<file path="src/rtl/keypad_pkg.sv">
// rtl/keypad_pkg.sv - shared constants and types for the keypad scan controller
//
// Purpose: key code constants, column one-hot drive patterns, FSM state
// encoding, the per-frame candidate type with its NONE flag, and two small
// helpers for reading the 4-bit row vector.
// Ports: none (package).

package keypad_pkg;

  localparam logic [3:0] KEY_0 = 4'h0;
  localparam logic [3:0] KEY_1 = 4'h1;
  localparam logic [3:0] KEY_2 = 4'h2;
  localparam logic [3:0] KEY_3 = 4'h3;
  localparam logic [3:0] KEY_4 = 4'h4;
  localparam logic [3:0] KEY_5 = 4'h5;
  localparam logic [3:0] KEY_6 = 4'h6;
  localparam logic [3:0] KEY_7 = 4'h7;
  localparam logic [3:0] KEY_8 = 4'h8;
  localparam logic [3:0] KEY_9 = 4'h9;
  localparam logic [3:0] KEY_A = 4'hA;
  localparam logic [3:0] KEY_B = 4'hB;
  localparam logic [3:0] KEY_C = 4'hC;
  localparam logic [3:0] KEY_D = 4'hD;
  localparam logic [3:0] KEY_E = 4'hE;
  localparam logic [3:0] KEY_F = 4'hF;
  localparam logic [3:0] KEY_STAR = KEY_E;
  localparam logic [3:0] KEY_HASH = KEY_F;

  // Column drive patterns; bit3 is column0.
  localparam logic [3:0] COL0_ON = 4'b1000;
  localparam logic [3:0] COL1_ON = 4'b0100;
  localparam logic [3:0] COL2_ON = 4'b0010;
  localparam logic [3:0] COL3_ON = 4'b0001;

  typedef enum logic [1:0] {
    ST_IDLE     = 2'd0,
    ST_PRESS_DB = 2'd1,
    ST_HELD     = 2'd2,
    ST_REL_DB   = 2'd3
  } kp_state_e;

  // Result of one scan frame: either a single key code or NONE.
  typedef struct packed {
    logic       none;
    logic [3:0] code;
  } cand_t;

  localparam cand_t CAND_NONE = '{none: 1'b1, code: 4'h0};

  function automatic logic [2:0] pop4(input logic [3:0] v);
    return 3'(v[0]) + 3'(v[1]) + 3'(v[2]) + 3'(v[3]);
  endfunction

  // Row number of a one-hot row vector (bit3 is row0).
  function automatic logic [1:0] row_index(input logic [3:0] v);
    logic [1:0] idx;
    idx = 2'd0;
    case (v)
      4'b1000: idx = 2'd0;
      4'b0100: idx = 2'd1;
      4'b0010: idx = 2'd2;
      4'b0001: idx = 2'd3;
      default: idx = 2'd0;
    endcase
    return idx;
  endfunction

endpackage

</file>
<file path="src/rtl/keypad_code_map.sv">
// rtl/keypad_code_map.sv - (row, column) position to key code lookup
//
// Purpose: combinational translation of a keypad matrix position into the
// 4-bit key code printed on that key.
// Ports:
//   row_idx  in  2  row number 0..3
//   col_idx  in  2  column number 0..3
//   code     out 4  key code

module keypad_code_map
  import keypad_pkg::*;
(
  input  logic [1:0] row_idx,
  input  logic [1:0] col_idx,
  output logic [3:0] code
);

  always_comb begin
    code = KEY_0;
    case ({row_idx, col_idx})
      4'h0: code = KEY_1;
      4'h1: code = KEY_2;
      4'h2: code = KEY_3;
      4'h3: code = KEY_A;
      4'h4: code = KEY_4;
      4'h5: code = KEY_5;
      4'h6: code = KEY_6;
      4'h7: code = KEY_B;
      4'h8: code = KEY_7;
      4'h9: code = KEY_8;
      4'hA: code = KEY_9;
      4'hB: code = KEY_C;
      4'hC: code = KEY_STAR;
      4'hD: code = KEY_0;
      4'hE: code = KEY_HASH;
      4'hF: code = KEY_D;
      default: code = KEY_0;
    endcase
  end

endmodule

</file>
<file path="src/rtl/keypad_scan_ctrl.sv">
// rtl/keypad_scan_ctrl.sv - 4x4 matrix keypad scanner with frame debounce
//
// Purpose: strobes the columns one at a time, samples synchronised rows at
// the end of each column dwell, resolves one key per frame and debounces
// press/release over whole frames.
// Ports:
//   clk, rst    in  1  clock, synchronous active-high reset
//   rows        in  4  asynchronous row lines, bit3 = row0
//   columns     out 4  one-hot column drive, bit3 = column0
//   key         out 4  last accepted key code
//   key_valid   out 1  accepted key currently held
//   key_strobe  out 1  one-cycle pulse per accepted press
//   multi_key   out 1  one-cycle pulse after a frame with several keys

module keypad_scan_ctrl
  import keypad_pkg::*;
#(
  parameter int unsigned SCAN_DIV     = 1000,
  parameter int unsigned DEBOUNCE_CNT = 4
) (
  input  logic       clk,
  input  logic       rst,
  input  logic [3:0] rows,
  output logic [3:0] columns,
  output logic [3:0] key,
  output logic       key_valid,
  output logic       key_strobe,
  output logic       multi_key
);

  localparam logic [15:0] DIV_LAST = 16'(SCAN_DIV - 1);
  localparam logic [3:0]  STAB_TGT = 4'(DEBOUNCE_CNT);
  localparam bit          DB_ONE   = (DEBOUNCE_CNT <= 1);

  logic [3:0]  sync1_q, sync2_q;
  logic [15:0] div_q, div_d;
  logic [1:0]  col_q, col_d;
  // Keys seen so far this frame: 0, 1, or 2 meaning "more than one".
  logic [1:0]  acc_cnt_q, acc_cnt_d;
  logic [1:0]  acc_row_q, acc_row_d, acc_col_q, acc_col_d;
  kp_state_e   state_q, state_d;
  logic [3:0]  stab_q, stab_d, stab_inc;
  logic [3:0]  pend_q, pend_d;
  logic [3:0]  key_q, key_d;
  logic        valid_q, valid_d, strobe_q, strobe_d, multi_q, multi_d;

  logic        sample, frame_end, frame_single, frame_multi;
  logic [2:0]  pop;
  logic [1:0]  map_row, map_col;
  logic [3:0]  map_code;
  cand_t       cand;
  logic        match_pend, match_key;

  assign sample    = (div_q == DIV_LAST);
  assign frame_end = sample && (col_q == 2'd3);
  assign pop       = pop4(sync2_q);

  // The last column's rows are folded in directly rather than via the
  // accumulator, so the frame decision is made on the column3 sample cycle.
  assign frame_single = ((acc_cnt_q == 2'd0) && (pop == 3'd1)) ||
                        ((acc_cnt_q == 2'd1) && (pop == 3'd0));
  assign frame_multi  = ((acc_cnt_q != 2'd0) || (pop != 3'd0)) && !frame_single;
  assign map_row      = (acc_cnt_q == 2'd0) ? row_index(sync2_q) : acc_row_q;
  assign map_col      = (acc_cnt_q == 2'd0) ? col_q : acc_col_q;

  keypad_code_map u_code_map (
    .row_idx (map_row),
    .col_idx (map_col),
    .code    (map_code)
  );

  always_comb begin
    cand = CAND_NONE;
    if (frame_single) begin
      cand.none = 1'b0;
      cand.code = map_code;
    end
  end

  always_comb begin
    div_d     = sample ? 16'd0 : div_q + 16'd1;
    col_d     = sample ? col_q + 2'd1 : col_q;
    acc_cnt_d = acc_cnt_q;
    acc_row_d = acc_row_q;
    acc_col_d = acc_col_q;
    if (frame_end) begin
      acc_cnt_d = 2'd0;
      acc_row_d = 2'd0;
      acc_col_d = 2'd0;
    end else if (sample && (pop != 3'd0)) begin
      acc_cnt_d = ((acc_cnt_q == 2'd0) && (pop == 3'd1)) ? 2'd1 : 2'd2;
      if (acc_cnt_q == 2'd0) begin
        acc_row_d = row_index(sync2_q);
        acc_col_d = col_q;
      end
    end
  end

  always_comb begin
    columns = COL0_ON;
    case (col_q)
      2'd0: columns = COL0_ON;
      2'd1: columns = COL1_ON;
      2'd2: columns = COL2_ON;
      2'd3: columns = COL3_ON;
      default: columns = COL0_ON;
    endcase
  end

  // FSM state register
  always_ff @(posedge clk) begin
    if (rst) begin
      state_q <= ST_IDLE;
      stab_q  <= 4'd0;
      pend_q  <= 4'd0;
    end else begin
      state_q <= state_d;
      stab_q  <= stab_d;
      pend_q  <= pend_d;
    end
  end

  // FSM next state, evaluated once per frame end
  always_comb begin
    match_pend = !cand.none && (cand.code == pend_q);
    match_key  = !cand.none && (cand.code == key_q);
    stab_inc   = (stab_q == 4'hF) ? stab_q : stab_q + 4'd1;
    state_d    = state_q;
    stab_d     = stab_q;
    pend_d     = pend_q;
    if (frame_end) begin
      case (state_q)
        ST_IDLE: begin
          if (!cand.none) begin
            pend_d  = cand.code;
            stab_d  = 4'd1;
            state_d = DB_ONE ? ST_HELD : ST_PRESS_DB;
          end
        end
        ST_PRESS_DB: begin
          if (match_pend) begin
            stab_d = stab_inc;
            if (stab_inc >= STAB_TGT) state_d = ST_HELD;
          end else begin
            state_d = ST_IDLE;
          end
        end
        ST_HELD: begin
          if (!match_key) begin
            stab_d  = 4'd1;
            state_d = DB_ONE ? ST_IDLE : ST_REL_DB;
          end
        end
        ST_REL_DB: begin
          if (!match_key) begin
            stab_d = stab_inc;
            if (stab_inc >= STAB_TGT) state_d = ST_IDLE;
          end else begin
            state_d = ST_HELD;
          end
        end
        default: state_d = ST_IDLE;
      endcase
    end
  end

  // FSM outputs, registered so each pulse lands the cycle after frame end
  always_comb begin
    key_d    = key_q;
    valid_d  = valid_q;
    strobe_d = 1'b0;
    multi_d  = frame_end && frame_multi;
    if ((state_q == ST_IDLE || state_q == ST_PRESS_DB) && state_d == ST_HELD) begin
      key_d    = cand.code;
      valid_d  = 1'b1;
      strobe_d = 1'b1;
    end
    if ((state_q == ST_HELD || state_q == ST_REL_DB) && state_d == ST_IDLE) begin
      valid_d = 1'b0;
    end
  end

  always_ff @(posedge clk) begin
    if (rst) begin
      sync1_q   <= 4'd0;
      sync2_q   <= 4'd0;
      div_q     <= 16'd0;
      col_q     <= 2'd0;
      acc_cnt_q <= 2'd0;
      acc_row_q <= 2'd0;
      acc_col_q <= 2'd0;
      key_q     <= 4'd0;
      valid_q   <= 1'b0;
      strobe_q  <= 1'b0;
      multi_q   <= 1'b0;
    end else begin
      sync1_q   <= rows;
      sync2_q   <= sync1_q;
      div_q     <= div_d;
      col_q     <= col_d;
      acc_cnt_q <= acc_cnt_d;
      acc_row_q <= acc_row_d;
      acc_col_q <= acc_col_d;
      key_q     <= key_d;
      valid_q   <= valid_d;
      strobe_q  <= strobe_d;
      multi_q   <= multi_d;
    end
  end

  assign key        = key_q;
  assign key_valid  = valid_q;
  assign key_strobe = strobe_q;
  assign multi_key  = multi_q;

endmodule

</file>
<file path="config.mk">
export PLATFORM = sky130hd
export DESIGN_NAME = keypad_scan_ctrl
export DESIGN_NICKNAME = d
export VERILOG_FILES = /design/src/rtl/keypad_pkg.sv /design/src/rtl/keypad_code_map.sv /design/src/rtl/keypad_scan_ctrl.sv
export SDC_FILE = /design/constraint.sdc
export NUM_CORES = 1
export LEC_CHECK = 0
export ABC_AREA = 1
export BUFFER_PORTS_ARGS = -buffer_cell sky130_fd_sc_hd__buf_2
export CAP_MARGIN = 20
export CELL_PAD_IN_SITES_DETAIL_PLACEMENT = 1
export CELL_PAD_IN_SITES_GLOBAL_PLACEMENT = 1
export CORE_MARGIN = 10
export CORE_UTILIZATION = 44
export CTS_CLUSTER_DIAMETER = 50
export DETAILED_ROUTE_END_ITERATION = 16
export PLACE_DENSITY_LB_ADDON = 0.1
export REMOVE_ABC_BUFFERS = 1
export SETUP_SLACK_MARGIN = 0.5
export SLEW_MARGIN = 10
export SYNTH_ARGS = -nofsm -noshare
export SYNTH_HDL_FRONTEND = slang
export SYNTH_HIERARCHICAL = 1
export SYNTH_SLANG_ARGS = --single-unit
</file>
<file path="constraint.sdc">
create_clock -name clk -period 3.7 [get_ports clk]
set_input_delay 1.11 -clock clk [delete_from_list [all_inputs] [get_ports clk]]
set_output_delay 1.11 -clock clk [all_outputs]
set_load 0.02 [all_outputs]
</file>
==> reports/qor.csv, run 1 <==
metric;value;unit
P_int;0.709;mW
CP dominant cell by count;nand2_1;
CTS Buf Count;5;
post-synthesis xor/xnor area fraction;0;%
first-pass GRT wire length;11900;um
post-synthesis mux area share;0;%
clock sink total;49;
Die ar.;10100;um^2
final clock skew;0.00965;ns
DRC viols;0;
post-DP HPWL;5380;um
fraction of layout cells with a size suffix above 1;13.5;%
Design Area, Final;3140;um^2
CP max stage delay;0.54;ns
Yosys cell types;36;
Placed Area;3020;um^2
mean number of vias per cell;5.06;
Port Buf Inserts;16;
synthesized area;2850;um^2
Root Buffer;clkbuf_8;
WP data arrival;3.08;ns
cells on worst reg2reg path;17;
fraction of power consumed by sequential logic;56.6;%
CP Launch Point;sync2_q[0];
yosys warns;6;
Critical Path Stages;17;
initial antenna violation count;0;
max_slew headroom;62.7;%
Compound-Gate Fraction of Synth Area;10.1;%
Worst Path Required;3.91;ns
RePlAce Congestion;0.823;
First-pass DRT Iterations;4;
PD cells;302;nW/um^2
R2R Setup Slk;0.83;ns
CTS H-tree depth;2;
Crit path buffers/inverters;2;
Reg2Reg Launch Point;sync2_q[0];
reg-to-reg critical path endpoint;key[1];
largest family of logic cells by synthesized area;simple AND/OR/NAND/NOR gates;
CP max FO;7;
global route overflow;0;
status;finished clean;
Tightest Hold Check Type;flip-flop to flip-flop;
pin count of the biggest net entering global routing;17;
All-Layer GR Usage;13.9;%
worst skew pair latency;0.30;ns
slowest CP cell;fa_1;
Logic pwr share;9.1;%
clock-pin slew on the worst setup and hold paths;0.09;ns
# setup viols final;0;
max-slew violations;0;
kind of cell adding the most delay to the critical path;simple AND/OR/NAND/NOR gates;
net load switching power;0.240;mW
Area growth syn-to-layout;10.3;%
Simple-Gate Fraction of Synth Area;36.1;%
final hold vios;0;
total wire length;6820;um
cells after synthesis;407;
Avg Cell Area, Syn;6.99;um^2
min Tclk post-route;2.87;ns
CP startpoint kind;flip-flop;
Worst setup EP type;flip-flop;
Post-Synth Adder-Cell Area;8.18;%
number of max-cap violations;0;
hold buffer count at CTS;0;
routed len/inst;13.4;um
Hold Startpoint;sync1_q[1];
CP cell instances;inv_1 > fa_1 > inv_1 > ha_1 > ha_1 > nor2_4 > nand3_2 > nand2_4 > nand2_1 > nand2_1 > nand3_4 > nand2_2 > nand2_2 > a21oi_4 > nand4_1 > nand2_1 > nor2_1;
Initial Utilization;45.1;%
ANT nets after route;0;
Max Root-Sink Buffers;2;
Die H;100;um
vias in the first global route;2642;
Final period util;77.6;%
Worst Setup EP;key[1];
setup TNS;0;ns
row count;29;
critical path class;flip-flop to flip-flop;
Synth Register Bits;49;
RSZ-0062 raised after global routing;false;
core area;6310;um^2
vias after detailed routing;2572;
Top Ports;17;
nets;455;
Sw Share;25.3;%
Seq/Total Area, Yosys;34.5;%
Fmax;348;MHz
# diodes;0;
CTS tree;done;
Clock power frac;34.3;%
Worst-Margin Slew;0.558;ns
Lkg Pwr;1.50;nW
Die Wd;100;um
Peak VDD IR;134;uV
Starting DRT DRC Count;60;
==> routing by layer <==
| metal | track usage [%] | routed length (um) | part of all wire [%] |
|---|---|---|---|
| met5 | 0 | 0 | 0 |
| met4 | 3.80 | 95 | 1.4 |
| met2 | 24.4 | 3340 | 49 |
| met1 | 16.8 | 3170 | 46 |
| met3 | 2.82 | 208 | 3.0 |
==> how the worst min path moves through the flow <==
stage,to,cells after the start
after floorplan,sync2_q[0],2
after global placement,sync2_q[1],2
after detailed placement,sync2_q[2],2
after CTS,sync2_q[2],2
after global routing,sync2_q[2],2
final,sync2_q[1],2
==> worst reg2reg max path, stage by stage, from the launching register on <==
cell	delay (ns)
dfxtp_1	0.35
inv_1	0.10
fa_1	0.54
inv_1	0.04
ha_1	0.17
ha_1	0.31
nor2_4	0.17
nand3_2	0.11
nand2_4	0.13
nand2_1	0.09
nand2_1	0.11
nand3_4	0.11
nand2_2	0.07
nand2_2	0.08
a21oi_4	0.18
nand4_1	0.11
nand2_1	0.08
nor2_1	0.04
==> cell families after synthesis <==
logic type	count (synthesis)
and+or+nand+nor	211
buffers and inverters	83
DFF	49
AOI/OAI and AO/OA	46
adders and majority gates	18
==> per-stage QoR <==
step	setup slack (ns)	instances	utilization, %	total power [mW]	hold WS [ns]
CTS	0.617	506	49.2	0.964	0.417
global placement	0.573	499	47.9	0.635	0.407
detailed placement	0.443	499	47.9	0.637	0.404
floorplan	0.938	404	-	0.611	0.388
finish	0.830	508	49.7	0.949	0.415
global route	0.507	508	49.7	1.00	0.434
==> what timing repair did <==
action                                  4_1_cts  5_1_grt
gates resized for setup                       2        4
buffers inserted                              0        2
endpoints found under the setup margin        6       11
pin swaps                                     0        1
==> placed cells by master (no fill, tap or decap), types with 8 or more instances in the layout <==
cell type and instances:
a21oi_1 16, buf_2 16, dfxtp_1 49, ha_1 17, inv_1 75, nand2_1 92, nand3_1 23, nand4_1 8
nor2_1 51, nor3_1 8, o21ai_0 12
==> power groups by stage <==
stage	logic [mW]	registers, mW	clock network (mW)
3_3_place_gp	0.0850	0.550	0
5_1_grt	0.0999	0.538	0.362
3_5_place_dp	0.0871	0.550	0
6_report	0.0863	0.537	0.325
2_1_floorplan	0.0621	0.549	0
4_1_cts	0.0875	0.537	0.339
==> cell usage after synthesis <==
cell	count	area, um^2
nor3b_1	6	45.0
nand2_1	92	345
a22oi_1	1	7.51
nand3b_1	1	7.51
nand3_2	4	40.0
inv_2	4	15.0
nor4_1	1	6.26
nor2_2	2	12.5
fa_1	1	20.0
inv_1	75	282
nand3_4	3	52.6
a21oi_1	16	80.1
nor3_1	8	40.0
or2_2	1	6.26
a211oi_2	2	25.0
nor3_2	1	10.0
nor2_4	3	33.8
o211a_1	1	10.0
a21oi_2	1	8.76
dfxtp_1	49	981
nor2_8	1	20.0
nand3_1	23	115
ha_1	17	213
clkbuf_1	1	3.75
o21ai_0	15	75.1
nand2_2	3	18.8
o21ai_1	1	5.00
nand2_4	3	33.8
a21oi_4	1	16.3
o2111ai_1	1	8.76
a211oi_1	5	37.5
a31oi_1	2	12.5
inv_4	1	6.26
nand4_1	8	50.1
nor2_1	51	191
buf_2	2	10.0
==> final cells by class <==
type / instances / area (um^2)
fill: 863 / 3170
multi-input combinational: 275 / 1560
sequential: 49 / 981
inverter: 80 / 303
timing repair buffer: 20 / 110
tap: 77 / 96.3
clock buffer: 7 / 86.3
==> sequential cells by signal, summed over array words and instances (netlist names) <==
signal      count
multi_key       1
acc_cnt_q       2
col_q           2
key_valid       1
div_q          16
key_strobe      1
key             4
sync2_q         4
stab_q          4
pend_q          4
sync1_q         4
acc_row_q       2
state_q         2
acc_col_q       2
(Power assumes the default switching activity.)
==> run 2, diff against run 1 <==
==> constraint.sdc (replaced) <==
create_clock -name clk -period 2.8 [get_ports clk]
set_input_delay 0.84 -clock clk [delete_from_list [all_inputs] [get_ports clk]]
set_output_delay 0.84 -clock clk [all_outputs]
set_load 0.02 [all_outputs]
==> reports/qor.csv, run 2 (synthesized netlist as in run 1, its figures left out) <==
metric;value;unit
status;finished clean;
Die Wd;100;um
Hold Startpoint;sync1_q[2];
global route overflow;0;
row count;29;
WP data arrival;2.97;ns
multi-input logic area;1700;um^2
Fillers;819;
Fmax;363;MHz
final hold vios;0;
worst skew pair latency;0.31;ns
core area;6310;um^2
clock sink total;49;
PD cells;403;nW/um^2
RSZ-0062 raised after global routing;true;
Setup WS pre-CTS;-0.0933;ns
pin count of the biggest net entering global routing;17;
# diodes;0;
routed len/inst;14.7;um
first-pass GRT wire length;13200;um
Tightest Hold Check Type;flip-flop to flip-flop;
Placed Instances;512;
First-pass DRT Iterations;4;
CP startpoint kind;flip-flop;
post-DP HPWL;5460;um
number of max-cap violations;0;
initial antenna violation count;0;
All-Layer GR Usage;15.6;%
CTS H-tree depth;2;
vias in the first global route;2880;
Port Buf Inserts;16;
Largest register FFs;16;
Starting DRT DRC Count;62;
Worst setup EP type;flip-flop;
commonest non-fill, non-tap cell in the layout;nand2_1;
Register Area;988;um^2
mean number of vias per cell;5.13;
fraction of layout cells with a size suffix above 1;25.4;%
ANT nets after route;0;
register bank with the most flops;div_q;
max_slew headroom;74.7;%
nets;476;
critical path class;flip-flop to flip-flop;
Worst Path Required;3.01;ns
most frequent cells in the layout;nand2_1, inv_1, nor2_1;
Worst-Margin Slew;0.377;ns
RePlAce Congestion;0.775;
CTS Buf Count;5;
fin cells;530;
setup TNS;0;ns
Peak VDD IR;282;uV
DRC viols;0;
Final WS setup;0.0443;ns
Root Buffer;clkbuf_8;
Reg2Reg Launch Point;sync2_q[1];
final clock skew;0.00367;ns
total wire length;7780;um
Die H;100;um
vias after detailed routing;2721;
fin util;55.7;%
Final period util;98.4;%
CTS tree;done;
CP max FO;4;
max-slew violations;0;
Die ar.;10100;um^2
CP Launch Point;sync2_q[1];
Top Ports;17;
Lkg Pwr;1.65;nW
Area growth syn-to-layout;23.6;%
# setup viols final;0;
Max Root-Sink Buffers;2;
min Tclk post-route;2.76;ns
clock-pin slew on the worst setup and hold paths;0.10;ns
Initial Utilization;45.1;%
[run 2: cell count changes in the layout (fill, tap and decap cells not counted), moves of 4 or more]
| cell | delta |
|---|---|
| nand2_4 | +4 |
| buf_4 | +16 |
| ha_1 | -4 |
| dfxtp_1 | -4 |
| nand2_2 | +6 |
| o21ai_0 | -4 |
| inv_2 | +4 |
| inv_1 | -8 |
| nand2_1 | -10 |
| buf_6 | +4 |
[run 2: area by class of cell]
type                            instances  share of cell area, %
Clock inverter                          2                   1.07
Timing Repair Buffer                   41                   8.40
Clock buffer                            6                   2.35
Sequential cell                        49                   28.1
Inverter                               80                   9.04
Multi-Input combinational cell        275                   48.3
Tap cell                               77                   2.74
[run 2: power breakdown]
group | switching, mW | total (mW) | internal, mW
sequential | 0.00592 | 0.711 | 0.705
clock | 0.257 | 0.548 | 0.291
combinational | 0.0998 | 0.158 | 0.0585
[run 2: per-layer routing]
layer | routed length (um) | share of wire (%) | vias to the layer above | global-route usage (%)
met3 | 279 | 3.6 | 12 | 2.95
met4 | 133 | 1.7 | 0 | 4.13
met2 | 3980 | 51 | 49 | 28.4
met1 | 3390 | 44 | 1284 | 18.0
li1 | - | - | 1376 | -
met5 | 0 | 0 | - | 0
[run 2: worst paths after layout]
check / to / slack, ns / depth (start not counted)
hold / removal: sync2_q[2] / 0.41 / 2
hold reg to reg: sync2_q[2] / 0.41 / 2
setup / recovery: key[2] / 0.04 / 17
setup reg to reg: key[2] / 0.04 / 17
[run 2: timing repair]
action                     CTS  global route
resized for setup           40            23
setup endpoints to repair   22            22
setup buffers                9             1
cloned                       0             0
hold buffers                 0             0
pin swaps                   20            17
[run 2: critical path, stage by stage (launching register included)]
cell and delay [ns]:
dfxtp_2 0.36, inv_4 0.06, fa_1 0.53, inv_1 0.04, ha_2 0.18, ha_4 0.22, nor2_4 0.15, nand3_4 0.11
nand2_4 0.14, nand3_1 0.17, nand3_4 0.16, nand3_2 0.10, nand2_4 0.09, inv_1 0.04, nand4_1 0.10, nand2_1 0.08
nand2_1 0.07, nor2_1 0.05
[run 2: through the flow]
step / hold slack [ns] / instance area, um^2 / total power, mW
final: 0.414 / 3520 / 1.42
after global routing: 0.431 / 3520 / 1.47
after CTS: 0.416 / 3420 / 1.41
after detailed placement: 0.401 / 3120 / 0.851
after global placement: 0.403 / 3120 / 0.847
after floorplan: 0.388 / 2830 / 0.807
==> run 3, diff against run 2 <==
--- a/config.mk
+++ b/config.mk
@@ -11,7 +11,8 @@
 export CELL_PAD_IN_SITES_DETAIL_PLACEMENT = 1
 export CELL_PAD_IN_SITES_GLOBAL_PLACEMENT = 1
 export CORE_MARGIN = 10
-export CORE_UTILIZATION = 44
+export CORE_UTILIZATION = 46
+export CTS_BUF_LIST = sky130_fd_sc_hd__clkbuf_4 sky130_fd_sc_hd__clkbuf_8
 export CTS_CLUSTER_DIAMETER = 50
 export DETAILED_ROUTE_END_ITERATION = 16
 export PLACE_DENSITY_LB_ADDON = 0.1
==> reports/qor.csv, run 3 (synthesized netlist as in run 1, its figures left out) <==
metric;value;unit
Crit path buffers/inverters;3;
failing checks;negative setup slack;
Design Area, Final;3640;um^2
most frequent cells in the layout;nand2_1, inv_1, nor2_1;
setup TNS;-0.163;ns
max-slew violations;0;
Fillers;782;
CTS H-tree depth;2;
worst skew pair latency;0.32;ns
Die ar.;9730;um^2
All-Layer GR Usage;15.9;%
ANT nets after route;0;
Die Wd;98.6;um
final clock skew;0.00717;ns
CP cell instances;inv_4 > fa_1 > inv_2 > ha_4 > ha_4 > nor2_4 > nand3_4 > nand2_4 > nand2_2 > nand2_2 > nand3_4 > nand3_2 > nand2_4 > inv_2 > nand4_1 > nor2_1 > nor2_1;
# setup viols final;6;
RePlAce Congestion;0.857;
fraction of power consumed by sequential logic;52.7;%
max_slew headroom;60.2;%
first-pass GRT wire length;13100;um
P_int;0.954;mW
CTS tree;done;
total wire length;9280;um
Top Ports;17;
Worst-Margin Slew;0.596;ns
Peak VDD IR;325;uV
min Tclk post-route;2.84;ns
status;complete, but fails checks;
Reg2Reg Launch Point;sync2_q[1];
multi-input logic area;1760;um^2
WP data arrival;3.06;ns
pin count of the biggest net entering global routing;18;
vias after detailed routing;2842;
CP max FO;5;
Die H;98.6;um
PD cells;371;nW/um^2
core area;5960;um^2
Setup WS pre-CTS;-0.0725;ns
CP Launch Point;sync2_q[1];
critical path class;flip-flop to flip-flop;
Initial Utilization;47.8;%
fraction of layout cells with a size suffix above 1;29.8;%
DRC viols;0;
CP max stage delay;0.55;ns
commonest non-fill, non-tap cell in the layout;nand2_1;
Tightest Hold Check Type;flip-flop to flip-flop;
kind of cell adding the most delay to the critical path;simple AND/OR/NAND/NOR gates;
RSZ-0062 raised after global routing;true;
Lkg Pwr;1.69;nW
Port Buf Inserts;16;
Largest register FFs;16;
Logic pwr share;13.2;%
vias in the first global route;2835;
First-pass DRT Iterations;4;
initial antenna violation count;0;
Placed Area;3090;um^2
clock sink total;49;
row count;28;
Worst Path Required;3.02;ns
nets;486;
Clock power frac;34.2;%
net load switching power;0.396;mW
Final period util;101;%
Starting DRT DRC Count;99;
number of max-cap violations;0;
clock-pin slew on the worst setup and hold paths;0.10;ns
CP startpoint kind;flip-flop;
Max Root-Sink Buffers;2;
final hold vios;0;
mean number of vias per cell;5.28;
slowest CP cell;fa_1;
# diodes;0;
routed len/inst;17.2;um
Final WS setup;-0.0374;ns
Area growth syn-to-layout;27.8;%
global route overflow;0;
Hold Startpoint;sync1_q[3];
post-DP HPWL;5370;um
CTS Buf Count;5;
Worst setup EP type;flip-flop;
Fmax;352;MHz
Sw Share;29.4;%
Register Area;988;um^2
register bank with the most flops;div_q;
Root Buffer;clkbuf_8;
[run 3: cell count changes in the layout (fill, tap and decap cells not counted), moves of 2 or more]
cell,change
buf_4,+4
buf_6,+7
inv_1,-4
inv_2,+5
inv_4,-2
inv_6,+3
nand2_1,-2
nand2_2,+2
nor2_1,-4
nor2_2,+4
o21ai_1,-2
o21ai_4,+2
[run 3: path summary, 6_finish.rpt]
path                     end  cells after the start  slack (ns)
setup / recovery      key[2]                     17       -0.04
hold / removal    sync2_q[3]                      2        0.41
setup reg to reg      key[2]                     17       -0.04
hold reg to reg   sync2_q[3]                      2        0.41
[run 3: cell type report]
cell class | instances | area share (%)
clock inverter | 3 | 0.688
clock buffer | 5 | 1.89
inverter | 80 | 8.74
tap | 75 | 2.58
sequential | 49 | 27.2
timing repair buffer | 51 | 10.6
multi-input combinational | 275 | 48.3
[run 3: timing repair]
item / in CTS / in global routing
pin swaps: 24 / 25
hold buffers: 0 / 0
setup buffers: 14 / 10
gates resized for setup: 48 / 37
cloned: 0 / 0
endpoints found under the setup margin: 22 / 22
[run 3: power by group through the flow]
stage	registers, mW	clock network (mW)	logic [mW]
after floorplan	0.725	0	0.0821
after global placement	0.726	0	0.119
after detailed placement	0.726	0	0.121
after CTS	0.711	0.460	0.148
after global routing	0.712	0.497	0.194
final	0.711	0.461	0.178
[run 3: per-stage QoR]
| stage | cells | utilization [%] | power (mW) | hold slack [ns] |
|---|---|---|---|---|
| finish | 538 | 61.1 | 1.35 | 0.412 |
| global route | 538 | 61.1 | 1.40 | 0.446 |
| CTS | 528 | 57.4 | 1.32 | 0.414 |
| detailed placement | 506 | 51.8 | 0.848 | 0.399 |
| global placement | 506 | 51.8 | 0.845 | 0.397 |
| floorplan | 404 | - | 0.807 | 0.388 |
[run 3: routing by layer]
metal  track usage [%]  routed length [um]
met1              18.0                3830
met2              29.6                4930
met3              3.14                 245
met4              4.19                 279
met5                 0                   0
[run 3: worst reg2reg max path: cells and delay by family, from the launching register on]
family	cells	cell delay (ns)
adder cells (fa/ha/maj)	3	0.92
AND/OR/NAND/NOR	11	1.27
buffers and inverters	3	0.16
flip-flops	1	0.37
